## src/rtl/ddr_cmd_pkg.sv

```systemverilog
// ---------------------------------------------------------------------------
// ddr_cmd_pkg
// Shared definitions for the DDR command path: executor FSM states, DDR
// controller user-interface command codes, command field widths and the
// packed layout of one 178-bit FIFO command entry. Also used by cmd_fifo.
// ---------------------------------------------------------------------------
package ddr_cmd_pkg;

  localparam int ADDR_W  = 27;
  localparam int BURST_W = 6;
  localparam int DATA_W  = 128;
  localparam int MASK_W  = 16;

  localparam logic [2:0] APP_CMD_WR  = 3'b000;
  localparam logic [2:0] APP_CMD_RD  = 3'b001;
  localparam logic       CMD_TYPE_WR = 1'b1;

  typedef enum logic [2:0] {
    ST_IDLE    = 3'd0,
    ST_POP     = 3'd1,
    ST_LATCH   = 3'd2,
    ST_ISSUE   = 3'd3,
    ST_RD_WAIT = 3'd4
  } state_e;

  // One FIFO entry; field order matches the 178-bit FIFO word.
  typedef struct packed {
    logic               cmd_type;
    logic [ADDR_W-1:0]  addr;
    logic [BURST_W-1:0] burst_cnt;
    logic [DATA_W-1:0]  wt_data;
    logic [MASK_W-1:0]  wt_mask;
  } cmd_t;

  // Map the FIFO command type bit onto the controller command code.
  function automatic logic [2:0] app_cmd_of(input logic cmd_type);
    if (cmd_type == CMD_TYPE_WR) begin
      return APP_CMD_WR;
    end else begin
      return APP_CMD_RD;
    end
  endfunction

endpackage

```

## src/rtl/ddr_rd_collector.sv

```systemverilog
// ---------------------------------------------------------------------------
// ddr_rd_collector
// Read-return path of the DDR command executor. While active it turns each
// controller read beat into a registered response beat one cycle later,
// counts beats to flag the last one, and aborts the read when no beat
// arrives for RD_TIMEOUT cycles (sticky error).
// Ports:
//   clk_i, rstn_i       clock, async active-low reset
//   start_i             clear beat and timeout counters (read command accepted)
//   active_i            executor is waiting for read beats
//   burst_cnt_i         beats minus 1 of the current read
//   rd_valid_i/data_i   controller read beat
//   rsp_valid_o/data_o/last_o  registered response beat
//   done_o              read finishes this cycle (last beat or timeout)
//   err_o               sticky read-timeout flag
// ---------------------------------------------------------------------------
module ddr_rd_collector
  import ddr_cmd_pkg::*;
#(
  parameter int RD_TIMEOUT = 1024,
  parameter int TO_W       = 10
) (
  input  logic               clk_i,
  input  logic               rstn_i,
  input  logic               start_i,
  input  logic               active_i,
  input  logic [BURST_W-1:0] burst_cnt_i,
  input  logic               rd_valid_i,
  input  logic [DATA_W-1:0]  rd_data_i,
  output logic               rsp_valid_o,
  output logic [DATA_W-1:0]  rsp_data_o,
  output logic               rsp_last_o,
  output logic               done_o,
  output logic               err_o
);

  localparam logic [TO_W-1:0] TO_LIMIT = TO_W'(RD_TIMEOUT - 1);
  localparam logic [TO_W-1:0] TO_ONE   = {{(TO_W-1){1'b0}}, 1'b1};

  logic [6:0]        beat_q,      beat_d;
  logic [TO_W-1:0]   to_q,        to_d;
  logic              rsp_valid_q, rsp_valid_d;
  logic [DATA_W-1:0] rsp_data_q,  rsp_data_d;
  logic              rsp_last_q,  rsp_last_d;
  logic              err_q,       err_d;

  logic beat_s;
  logic last_s;
  logic timeout_s;

  // Beats outside the wait window are ignored, so late data never escapes.
  always_comb begin
    beat_s    = active_i && rd_valid_i;
    last_s    = beat_s && (beat_q == {1'b0, burst_cnt_i});
    timeout_s = active_i && !rd_valid_i && (to_q == TO_LIMIT);
    done_o    = last_s || timeout_s;
  end

  // Next-state for counters, response register and sticky error.
  always_comb begin
    beat_d      = beat_q;
    to_d        = to_q;
    rsp_valid_d = beat_s;
    rsp_last_d  = last_s;
    rsp_data_d  = rsp_data_q;
    err_d       = err_q | timeout_s;
    if (start_i) begin
      beat_d = 7'd0;
      to_d   = {TO_W{1'b0}};
    end else if (beat_s) begin
      beat_d = beat_q + 7'd1;
      to_d   = {TO_W{1'b0}};
    end else if (active_i) begin
      to_d   = to_q + TO_ONE;
    end else begin
      to_d   = to_q;
    end
    if (beat_s) begin
      rsp_data_d = rd_data_i;
    end else begin
      rsp_data_d = rsp_data_q;
    end
  end

  // Collector state registers.
  always_ff @(posedge clk_i or negedge rstn_i) begin
    if (!rstn_i) begin
      beat_q      <= 7'd0;
      to_q        <= {TO_W{1'b0}};
      rsp_valid_q <= 1'b0;
      rsp_data_q  <= {DATA_W{1'b0}};
      rsp_last_q  <= 1'b0;
      err_q       <= 1'b0;
    end else begin
      beat_q      <= beat_d;
      to_q        <= to_d;
      rsp_valid_q <= rsp_valid_d;
      rsp_data_q  <= rsp_data_d;
      rsp_last_q  <= rsp_last_d;
      err_q       <= err_d;
    end
  end

  assign rsp_valid_o = rsp_valid_q;
  assign rsp_data_o  = rsp_data_q;
  assign rsp_last_o  = rsp_last_q;
  assign err_o       = err_q;

endmodule

```

## src/rtl/ddr_cmd_executor.sv

```systemverilog
// ---------------------------------------------------------------------------
// ddr_cmd_executor
// Pop-side consumer of the DDR command FIFO in the controller user clock
// domain. Pops one command, latches it, issues it on the controller user
// interface (command channel plus one write beat) and, for reads, streams
// the returned beats out as responses. One command in flight at a time.
// Ports:
//   clk, rstn               user clock, async active-low reset
//   init_calib_complete     gates starting a new command
//   io_pop_*                FIFO read request and registered FIFO output
//   app_cmd_*, app_addr, app_burst_number   controller command channel
//   app_wdf_*               controller write-data channel
//   app_rd_data_valid/data  controller read return
//   io_rsp_*                response stream (always accepted)
//   busy                    FSM not idle
//   err_rd_timeout          sticky read timeout
// ---------------------------------------------------------------------------
module ddr_cmd_executor
  import ddr_cmd_pkg::*;
#(
  parameter int RD_TIMEOUT = 1024,
  parameter int TO_W       = 10
) (
  input  logic               clk,
  input  logic               rstn,
  input  logic               init_calib_complete,
  output logic               io_pop_valid,
  input  logic               io_pop_ready,
  input  logic               io_pop_cmd_type,
  input  logic [ADDR_W-1:0]  io_pop_addr,
  input  logic [BURST_W-1:0] io_pop_burst_cnt,
  input  logic [DATA_W-1:0]  io_pop_wt_data,
  input  logic [MASK_W-1:0]  io_pop_wt_mask,
  output logic               app_cmd_en,
  output logic [2:0]         app_cmd,
  output logic [ADDR_W-1:0]  app_addr,
  output logic [BURST_W-1:0] app_burst_number,
  input  logic               app_cmd_rdy,
  output logic               app_wdf_wren,
  output logic [DATA_W-1:0]  app_wdf_data,
  output logic [MASK_W-1:0]  app_wdf_mask,
  output logic               app_wdf_end,
  input  logic               app_wdf_rdy,
  input  logic               app_rd_data_valid,
  input  logic [DATA_W-1:0]  app_rd_data,
  output logic               io_rsp_valid,
  output logic [DATA_W-1:0]  io_rsp_data,
  output logic               io_rsp_last,
  output logic               busy,
  output logic               err_rd_timeout
);

  state_e             state_q,     state_d;
  cmd_t               cmd_q,       cmd_d;
  logic               pop_valid_q, pop_valid_d;
  logic               cmd_en_q,    cmd_en_d;
  logic               wren_q,      wren_d;
  logic [2:0]         app_cmd_q,   app_cmd_d;
  logic [BURST_W-1:0] burst_num_q, burst_num_d;
  logic               busy_q;

  logic rd_start_s;
  logic rd_done_s;
  logic rd_active_s;

  assign rd_active_s = (state_q == ST_RD_WAIT);

  // Next-state and registered-output decisions of the command FSM.
  always_comb begin
    state_d     = state_q;
    cmd_d       = cmd_q;
    pop_valid_d = 1'b0;
    cmd_en_d    = cmd_en_q;
    wren_d      = wren_q;
    app_cmd_d   = app_cmd_q;
    burst_num_d = burst_num_q;
    rd_start_s  = 1'b0;
    case (state_q)
      ST_IDLE: begin
        // Calibration only gates starting; a command in progress runs on.
        if (init_calib_complete && io_pop_ready) begin
          state_d     = ST_POP;
          pop_valid_d = 1'b1;
        end else begin
          state_d     = ST_IDLE;
        end
      end
      ST_POP: begin
        state_d = ST_LATCH;
      end
      ST_LATCH: begin
        // FIFO Q is valid now; load it and raise both channels for ISSUE.
        cmd_d.cmd_type  = io_pop_cmd_type;
        cmd_d.addr      = io_pop_addr;
        cmd_d.burst_cnt = io_pop_burst_cnt;
        cmd_d.wt_data   = io_pop_wt_data;
        cmd_d.wt_mask   = io_pop_wt_mask;
        app_cmd_d       = app_cmd_of(io_pop_cmd_type);
        if (io_pop_cmd_type == CMD_TYPE_WR) begin
          burst_num_d = {BURST_W{1'b0}};
          wren_d      = 1'b1;
        end else begin
          burst_num_d = io_pop_burst_cnt;
          wren_d      = 1'b0;
        end
        cmd_en_d = 1'b1;
        state_d  = ST_LATCH == state_q ? ST_ISSUE : ST_IDLE;
      end
      ST_ISSUE: begin
        // Each channel drops the cycle after its own handshake.
        if (cmd_en_q && app_cmd_rdy) begin
          cmd_en_d = 1'b0;
        end else begin
          cmd_en_d = cmd_en_q;
        end
        if (wren_q && app_wdf_rdy) begin
          wren_d = 1'b0;
        end else begin
          wren_d = wren_q;
        end
        if (cmd_q.cmd_type == CMD_TYPE_WR) begin
          if (!cmd_en_d && !wren_d) begin
            state_d = ST_IDLE;
          end else begin
            state_d = ST_ISSUE;
          end
        end else begin
          if (!cmd_en_d) begin
            state_d    = ST_RD_WAIT;
            rd_start_s = 1'b1;
          end else begin
            state_d    = ST_ISSUE;
          end
        end
      end
      ST_RD_WAIT: begin
        if (rd_done_s) begin
          state_d = ST_IDLE;
        end else begin
          state_d = ST_RD_WAIT;
        end
      end
      default: begin
        state_d  = ST_IDLE;
        cmd_en_d = 1'b0;
        wren_d   = 1'b0;
      end
    endcase
  end

  // FSM state, latched command and registered interface outputs.
  always_ff @(posedge clk or negedge rstn) begin
    if (!rstn) begin
      state_q     <= ST_IDLE;
      cmd_q       <= '0;
      pop_valid_q <= 1'b0;
      cmd_en_q    <= 1'b0;
      wren_q      <= 1'b0;
      app_cmd_q   <= 3'b000;
      burst_num_q <= {BURST_W{1'b0}};
      busy_q      <= 1'b0;
    end else begin
      state_q     <= state_d;
      cmd_q       <= cmd_d;
      pop_valid_q <= pop_valid_d;
      cmd_en_q    <= cmd_en_d;
      wren_q      <= wren_d;
      app_cmd_q   <= app_cmd_d;
      burst_num_q <= burst_num_d;
      busy_q      <= (state_d != ST_IDLE);
    end
  end

  ddr_rd_collector #(
    .RD_TIMEOUT (RD_TIMEOUT),
    .TO_W       (TO_W)
  ) u_rd_collector (
    .clk_i       (clk),
    .rstn_i      (rstn),
    .start_i     (rd_start_s),
    .active_i    (rd_active_s),
    .burst_cnt_i (cmd_q.burst_cnt),
    .rd_valid_i  (app_rd_data_valid),
    .rd_data_i   (app_rd_data),
    .rsp_valid_o (io_rsp_valid),
    .rsp_data_o  (io_rsp_data),
    .rsp_last_o  (io_rsp_last),
    .done_o      (rd_done_s),
    .err_o       (err_rd_timeout)
  );

  assign io_pop_valid     = pop_valid_q;
  assign app_cmd_en       = cmd_en_q;
  assign app_cmd          = app_cmd_q;
  assign app_addr         = cmd_q.addr;
  assign app_burst_number = burst_num_q;
  assign app_wdf_wren     = wren_q;
  assign app_wdf_end      = wren_q;
  assign app_wdf_data     = cmd_q.wt_data;
  assign app_wdf_mask     = cmd_q.wt_mask;
  assign busy             = busy_q;

endmodule
```

## config.mk

```make
export PLATFORM = sky130hd
export DESIGN_NAME = ddr_cmd_executor
export DESIGN_NICKNAME = d
export VERILOG_FILES = /design/src/rtl/ddr_cmd_pkg.sv /design/src/rtl/ddr_rd_collector.sv /design/src/rtl/ddr_cmd_executor.sv
export SDC_FILE = /design/constraint.sdc
export NUM_CORES = 1
export LEC_CHECK = 0
export ABC_AREA = 1
export CORE_AREA = 5 5 239 241
export DETAILED_ROUTE_END_ITERATION = 6
export DIE_AREA = 0 0 244 246
export PLACE_DENSITY_LB_ADDON = 0.1
export SLEW_MARGIN = 25
export SYNTH_ARGS = -nofsm -noshare
export SYNTH_HDL_FRONTEND = slang
export SYNTH_SLANG_ARGS = --single-unit
```

## constraint.sdc

```tcl
create_clock -name clk -period 1.7 [get_ports clk]
set_input_delay 0.425 -clock clk [delete_from_list [all_inputs] [get_ports clk]]
set_output_delay 0.425 -clock clk [all_outputs]
set_load 0.05 [all_outputs]
```

==> results of run 1 <==
[worst min path at each step]
stage | end | slack (ns) | cells past startpoint
finish | u_rd_collector.rsp_data_o[64]$_DFFE_PN0P_ | 0.34 | 2
global route | u_rd_collector.rsp_data_o[64]$_DFFE_PN0P_ | 0.33 | 2
CTS | u_rd_collector.rsp_data_o[64]$_DFFE_PN0P_ | 0.30 | 2
detailed placement | u_rd_collector.rsp_data_o[64]$_DFFE_PN0P_ | 0.32 | 1
global placement | u_rd_collector.rsp_data_o[64]$_DFFE_PN0P_ | 0.33 | 1
floorplan | app_addr[0]$_DFFE_PN0P_ | 0.13 | 0
[timing repair]
item,4_1_cts,5_1_grt
resized for setup,1,0
hold endpoints to repair,19,0
endpoints found under the setup margin,2,0
hold buffers,1,0
[Yosys cell counts]
master      n
dfrtp_1   340
nand3_1    18
nand3b_1    1
xor2_1      3
inv_1      32
nand2_1   959
a22o_1      1
buf_4     174
nor3_1      7
o211ai_1    2
clkbuf_1   12
buf_2      41
o21ai_0    17
nor2_2      1
xnor2_1     1
buf_6       9
a21oi_1    12
buf_1       7
nand4_1     7
conb_1      1
o21a_1      1
a31o_2      1
nor2_4      2
nor2_1     22
ha_1        2
nand2_2     3
[routing by layer]
metal	track usage, %	share of wire (%)	wire [um]	vias up
met1	18.68	38	19400	5504
li1	-	-	-	5856
met2	28.35	50	25610	389
met4	4.182	2.5	1296	16
met3	7.160	9.4	4827	85
met5	0	0.22	114	-
[power by group through the flow]
stage / Combinational, mW / Clock, mW / Sequential [mW]
6_report: 28.5 / 9.37 / 14.2
2_1_floorplan: 16.1 / 0 / 18.7
4_1_cts: 29.0 / 9.73 / 14.2
3_5_place_dp: 29.0 / 0 / 14.3
5_1_grt: 30.3 / 10.0 / 14.7
3_3_place_gp: 28.8 / 0 / 14.2
[kinds of logic after synthesis]
kind of cell,share of synthesized area [%]
DFF,58.81
adders and majority gates,0.1729
AOI/OAI and AO/OA,1.280
buffers and inverters,12.47
and+or+nand+nor,27.00
xor gates and xnor gates,0.2422
other,0.02592
[state kept, by name, indices dropped and copies added, names as in the netlist, 3 cells and up]
name / flops
app_addr: 27
app_burst_number: 6
app_wdf_data: 128
app_wdf_mask: 16
cmd_q: 7
state_q: 3
u_rd_collector.beat_q: 7
u_rd_collector.rsp_data_o: 128
u_rd_collector.to_q: 10
[placed cells by master (no fill, tap or decap), types with 3 or more instances in the layout]
cell type | synthesis | final
nand2_1 | 959 | 958
clkbuf_8 | 0 | 10
o21ai_0 | 17 | 17
inv_1 | 32 | 31
a21oi_1 | 12 | 12
clkinv_2 | 0 | 3
xor2_1 | 3 | 3
nor2_1 | 22 | 22
nand4_1 | 7 | 7
nor3_1 | 7 | 7
bufinv_16 | 0 | 5
dfrtp_1 | 340 | 339
nand3_1 | 18 | 18
clkbuf_16 | 0 | 43
buf_12 | 0 | 58
clkbuf_1 | 12 | 10
buf_4 | 174 | 303
clkdlybuf4s50_1 | 0 | 311
[layout make-up]
type / instances / share of cell area (%)
inverter: 32 / 0.5765
multi-input combinational: 1062 / 19.22
timing repair buffer: 674 / 30.29
sequential: 340 / 39.21
clock buffer: 63 / 5.765
tap: 704 / 4.059
clock inverter: 11 / 0.8705
antenna: 1 / 0.01153
[metrics by stage]
step / TNS (ns) / instance area (um2) / instances / setup slack, ns / power (mW)
final: 0 / 21700 / 2887 / 0.06912 / 52.06
after detailed placement: -11.87 / 20250 / 2811 / -0.1492 / 43.23
after floorplan: 0 / 14470 / 1677 / 0.2554 / 34.81
after global placement: -7.272 / 20250 / 2811 / -0.09863 / 43.03
after CTS: 0 / 21700 / 2886 / 0.006415 / 52.95
after global routing: 0 / 21700 / 2887 / 0.007184 / 55.10
==> impl_metrics.py, run 1 <==
metrics = {
    "worst_setup_path": {
        "crit_cells": 1,
        "worstPathRequired_ns": 1.27,
        "timing.rr.start": "state_q[2]$_DFF_PN0_",
        "worstPathArrival_ns": 1.21,
        "cp-end-kind": "output port",
        "path_buf_inv": 1,
        "start_kind": "flip-flop",
        "crit_start": "app_wdf_end$_DFFE_PN0N_",
        "critPathTopFamily": "flip-flops",
        "worstRegToRegCells": 6,
        "critPathMaxFanout": 4,
        "cp_slowest_cell": "dfrtp_2",
        "rrSetupSlack_ns": 0.16,
        "crit_type": "flip-flop to output port",
        "critical_path.max_stage_delay_ns": 0.47,
        "cp_cell_sequence": "buf_12",
        "r2r-end": "app_wdf_data[66]$_DFFE_PN0P_",
        "endpoint": "app_wdf_end",
    },
    "yosys": {
        "synth_top_area_cell": "dfrtp_1",
        "netlist_instances": 1676,
        "ys_types": 26,
        "yosysSeqAreaShare_pct": 58.81,
        "synth.area.top_cells": "dfrtp_1, nand2_1, buf_4",
        "avgSynthCellArea_um2": 8.632,
        "synth_area_um2": 14470,
        "synth_top_area_share_pct": 58.81,
        "yosys_register_bits": 340,
        "synth_warnings": 0,
    },
    "power_and_ir_drop": {
        "seq_power_share_pct": 27.3,
        "ir_drop_uv": 1019,
        "sw_frac_of_total_pct": 49.24,
        "power_frac_clock_pct": 18.0,
        "p_leak_nw": 11.25,
        "pwr-share-comb_pct": 54.7,
        "internal_power_mw": 26.43,
        "power-per-cell-area_nw_per_um2": 2399,
        "p_sw_mw": 25.63,
    },
    "route": {
        "avgRoutedWirePerCell_um": 17.75,
        "vias_per_cell": 4.105,
        "vias": 11850,
        "drc": 0,
        "ant_nets": 0,
        "wirelength_um": 51240,
        "first_iter_violations": 572,
        "dr.pass1.iters": 7,
    },
    "clock_network": {
        "clk_latency_ns": 0.56,
        "cts_root_buf": "clkbuf_16",
        "cts_tree": "done",
        "clock_sinks": 340,
        "htreeDepth": 2,
        "numCtsBuffers": 42,
        "clkTransAtPathRegs_ns": 0.06,
        "post-cts-setup-buffers": 0,
        "cts_buffer_depth": 3,
    },
    "placement": {
        "dp_hpwl_um": 38610,
        "port_buffers": 626,
        "gp_congestion": 0.8048,
    },
    "floorplanning": {
        "die_w_um": 244,
        "rows": 86,
        "die_height_um": 246,
        "initial_core_util_pct": 26.47,
        "core-area_um2": 54660,
        "die_area_um2": 60020,
        "io_pins": 629,
    },
    "job": {
        "cap_violations": 0,
    },
    "final_layout": {
        "area_growth_pct": 50.01,
        "final_core_util_pct": 39.70,
        "layout-drive-gt1-share_pct": 19.98,
        "nFillCells": 5569,
        "seq_area_um2": 8509,
        "multi_input_area_um2": 4172,
        "nets": 2467,
    },
    "global_routing": {
        "grt_pass1_wl_um": 76540,
        "overflow": 0,
        "antenna_found_initial": 9,
        "grt_max_degree": 67,
        "grt_pass1_vias": 12275,
        "grt_usage_pct": 16.38,
    },
    "timing": {
        "final.period_utilization_pct": 95.93,
        "setup_viol": 0,
        "hold_viol": 0,
        "drv_slew": 0,
        "period_minus_slack_ns": 1.631,
        "skew_ns": 0.02011,
        "hold_slack_ns": 0.3391,
        "fmax_mhz": 613.2,
        "rsz0062_at_grt": "no",
    },
    "hold_path": {
        "holdCritPathClass": "input pin to async pin",
    },
    "outcome": {
        "outcome": "finished, final reports clean",
    },
}
(Power assumes the default switching activity.)
==> run 2: changes to the inputs <==
Settings changed: CORE_AREA 5 5 239 241 to 5 5 240 242, DIE_AREA 0 0 244 246 to 0 0 245 247, HOLD_SLACK_MARGIN set to 0.05, SETUP_SLACK_MARGIN set to 0.4.
Clock period 1.7 ns to 2 ns, I/O delays scaled along.
==> impl_metrics.py, run 2 (synthesis results as in run 1) <==
metrics = {
    "worst_setup_path": {
        "path_buf_inv": 1,
        "worstRegToRegCells": 7,
        "start_kind": "flip-flop",
        "crit_type": "flip-flop to output port",
        "r2r-end": "u_rd_collector.rsp_data_o[80]$_DFFE_PN0P_",
        "cp_cell_sequence": "buf_6",
        "worstPathArrival_ns": 1.23,
        "critPathTopFamily": "flip-flops",
        "timing.rr.start": "state_q[0]$_DFF_PN0_",
        "cp_slowest_cell": "dfrtp_2",
        "worstPathRequired_ns": 1.50,
        "critPathMaxFanout": 3,
        "cp-end-kind": "output port",
        "critical_path.max_stage_delay_ns": 0.48,
        "rrSetupSlack_ns": 0.49,
    },
    "floorplanning": {
        "io_pins": 629,
        "die_height_um": 247,
        "die_area_um2": 60520,
        "initial_core_util_pct": 26.36,
        "die_w_um": 245,
        "core-area_um2": 54880,
        "rows": 86,
    },
    "power_and_ir_drop": {
        "power.total_mw": 46.94,
        "power-per-cell-area_nw_per_um2": 2018,
        "p_leak_nw": 11.97,
        "ir_drop_uv": 954.4,
    },
    "clock_network": {
        "numCtsBuffers": 41,
        "clock_sinks": 340,
        "cts_root_buf": "clkbuf_16",
        "clkTransAtPathRegs_ns": 0.06,
        "cts_buffer_depth": 3,
        "htreeDepth": 2,
        "cts_tree": "done",
        "clk_latency_ns": 0.56,
    },
    "timing": {
        "setup_tns_ns": 0,
        "setup_viol": 0,
        "rsz0062_at_grt": "yes",
        "period_minus_slack_ns": 1.731,
        "fmax_mhz": 577.6,
        "final.period_utilization_pct": 86.56,
        "hold_viol": 0,
        "drv_slew": 0,
        "skew_ns": 0.02209,
    },
    "placement": {
        "dp.cells": 2800,
        "dp_hpwl_um": 38450,
        "port_buffers": 626,
        "gp_congestion": 0.7964,
    },
    "global_routing": {
        "grt_usage_pct": 16.40,
        "grt_pass1_vias": 12399,
        "grt_max_degree": 81,
        "grt_pass1_wl_um": 77200,
        "overflow": 0,
        "antenna_found_initial": 10,
    },
    "route": {
        "drc": 0,
        "vias_per_cell": 4.080,
        "first_iter_violations": 577,
        "wirelength_um": 52860,
        "vias": 12215,
        "ant_nets": 0,
        "dr.pass1.iters": 4,
        "avgRoutedWirePerCell_um": 17.65,
    },
    "final_layout": {
        "nFillCells": 5429,
        "fin_cells": 2994,
        "final_cell_mix": "nand2_1, dfrtp_1, buf_6, clkdlybuf4s50_1, buf_4",
        "layout-drive-gt1-share_pct": 23.66,
        "nets": 2567,
        "final_common_cell": "nand2_1",
        "area_growth_pct": 60.76,
    },
    "job": {
        "cap_violations": 0,
    },
    "hold_path": {
        "holdCritPathClass": "input pin to async pin",
    },
    "outcome": {
        "outcome": "finished, final reports clean",
    },
}
-- run 2: cell count changes in the layout (fill, tap and decap cells not counted), moves of 3 or more --
cell      before  now
diode_2        1    8
buf_6          0  315
clkbuf_8      10    7
buf_4        303  118
clkinv_2       3    7
buf_12        58   24
-- run 2: metrics by stage --
step | util (%) | setup WS [ns] | hold WS (ns) | cell area (um2)
floorplan | - | 0.5554 | 0.2044 | 14470
global placement | 36.02 | 0.1272 | 0.4130 | 19770
detailed placement | 36.02 | 0.1114 | 0.4103 | 19770
CTS | 41.25 | 0.1956 | 0.3977 | 22640
global route | 42.37 | 0.2054 | 0.4387 | 23250
finish | 42.38 | 0.2687 | 0.4239 | 23260
-- run 2: metal layers --
metal  global-route usage, %  share of wire (%)  up-vias
met5                       0              0.013        -
met4                   5.215                2.3        2
met3                   6.291                8.6       72
met2                   27.98                 50      387
met1                   19.14                 39     5694
li1                        -                  -     6060
-- run 2: worst max path at each step --
stage	end	from	cells after the start
global placement	u_rd_collector.to_q[4]$_DFFE_PN0P_	app_rd_data_valid	7
floorplan	u_rd_collector.to_q[2]$_DFFE_PN0P_	app_cmd_en$_DFFE_PN0N_	6
detailed placement	u_rd_collector.to_q[2]$_DFFE_PN0P_	app_cmd_rdy	8
global route	app_wdf_wren	app_wdf_end$_DFFE_PN0N_	1
finish	app_wdf_end	app_wdf_end$_DFFE_PN0N_	1
CTS	app_wdf_wren	app_wdf_end$_DFFE_PN0N_	1
-- run 2: what timing repair did --
item | in CTS | in global routing
cloned | 1 | 2
buffers inserted | 39 | 70
endpoints found under the hold margin | 28 | 0
endpoints found under the setup margin | 367 | 372
hold buffers | 1 | 0
pin swaps | 2 | 2
resized for setup | 351 | 9
-- run 2: area by class of cell --
class	instances	area, um2	share of cell area, %
antenna	8	20.02	0.08607
clock buffer	57	1156	4.971
clock inverter	16	212.7	0.9145
inverter	32	125.1	0.5380
multi-input combinational	1062	4177	17.96
sequential	340	8511	36.59
tap	704	880.8	3.787
timing repair buffer	775	8177	35.16
-- run 2: report_power, final --
group	internal [mW]	total [mW]	switching, mW
combinational	9.70	26.9	17.2
sequential	10.1	12.5	2.35
clock	4.57	7.60	3.02
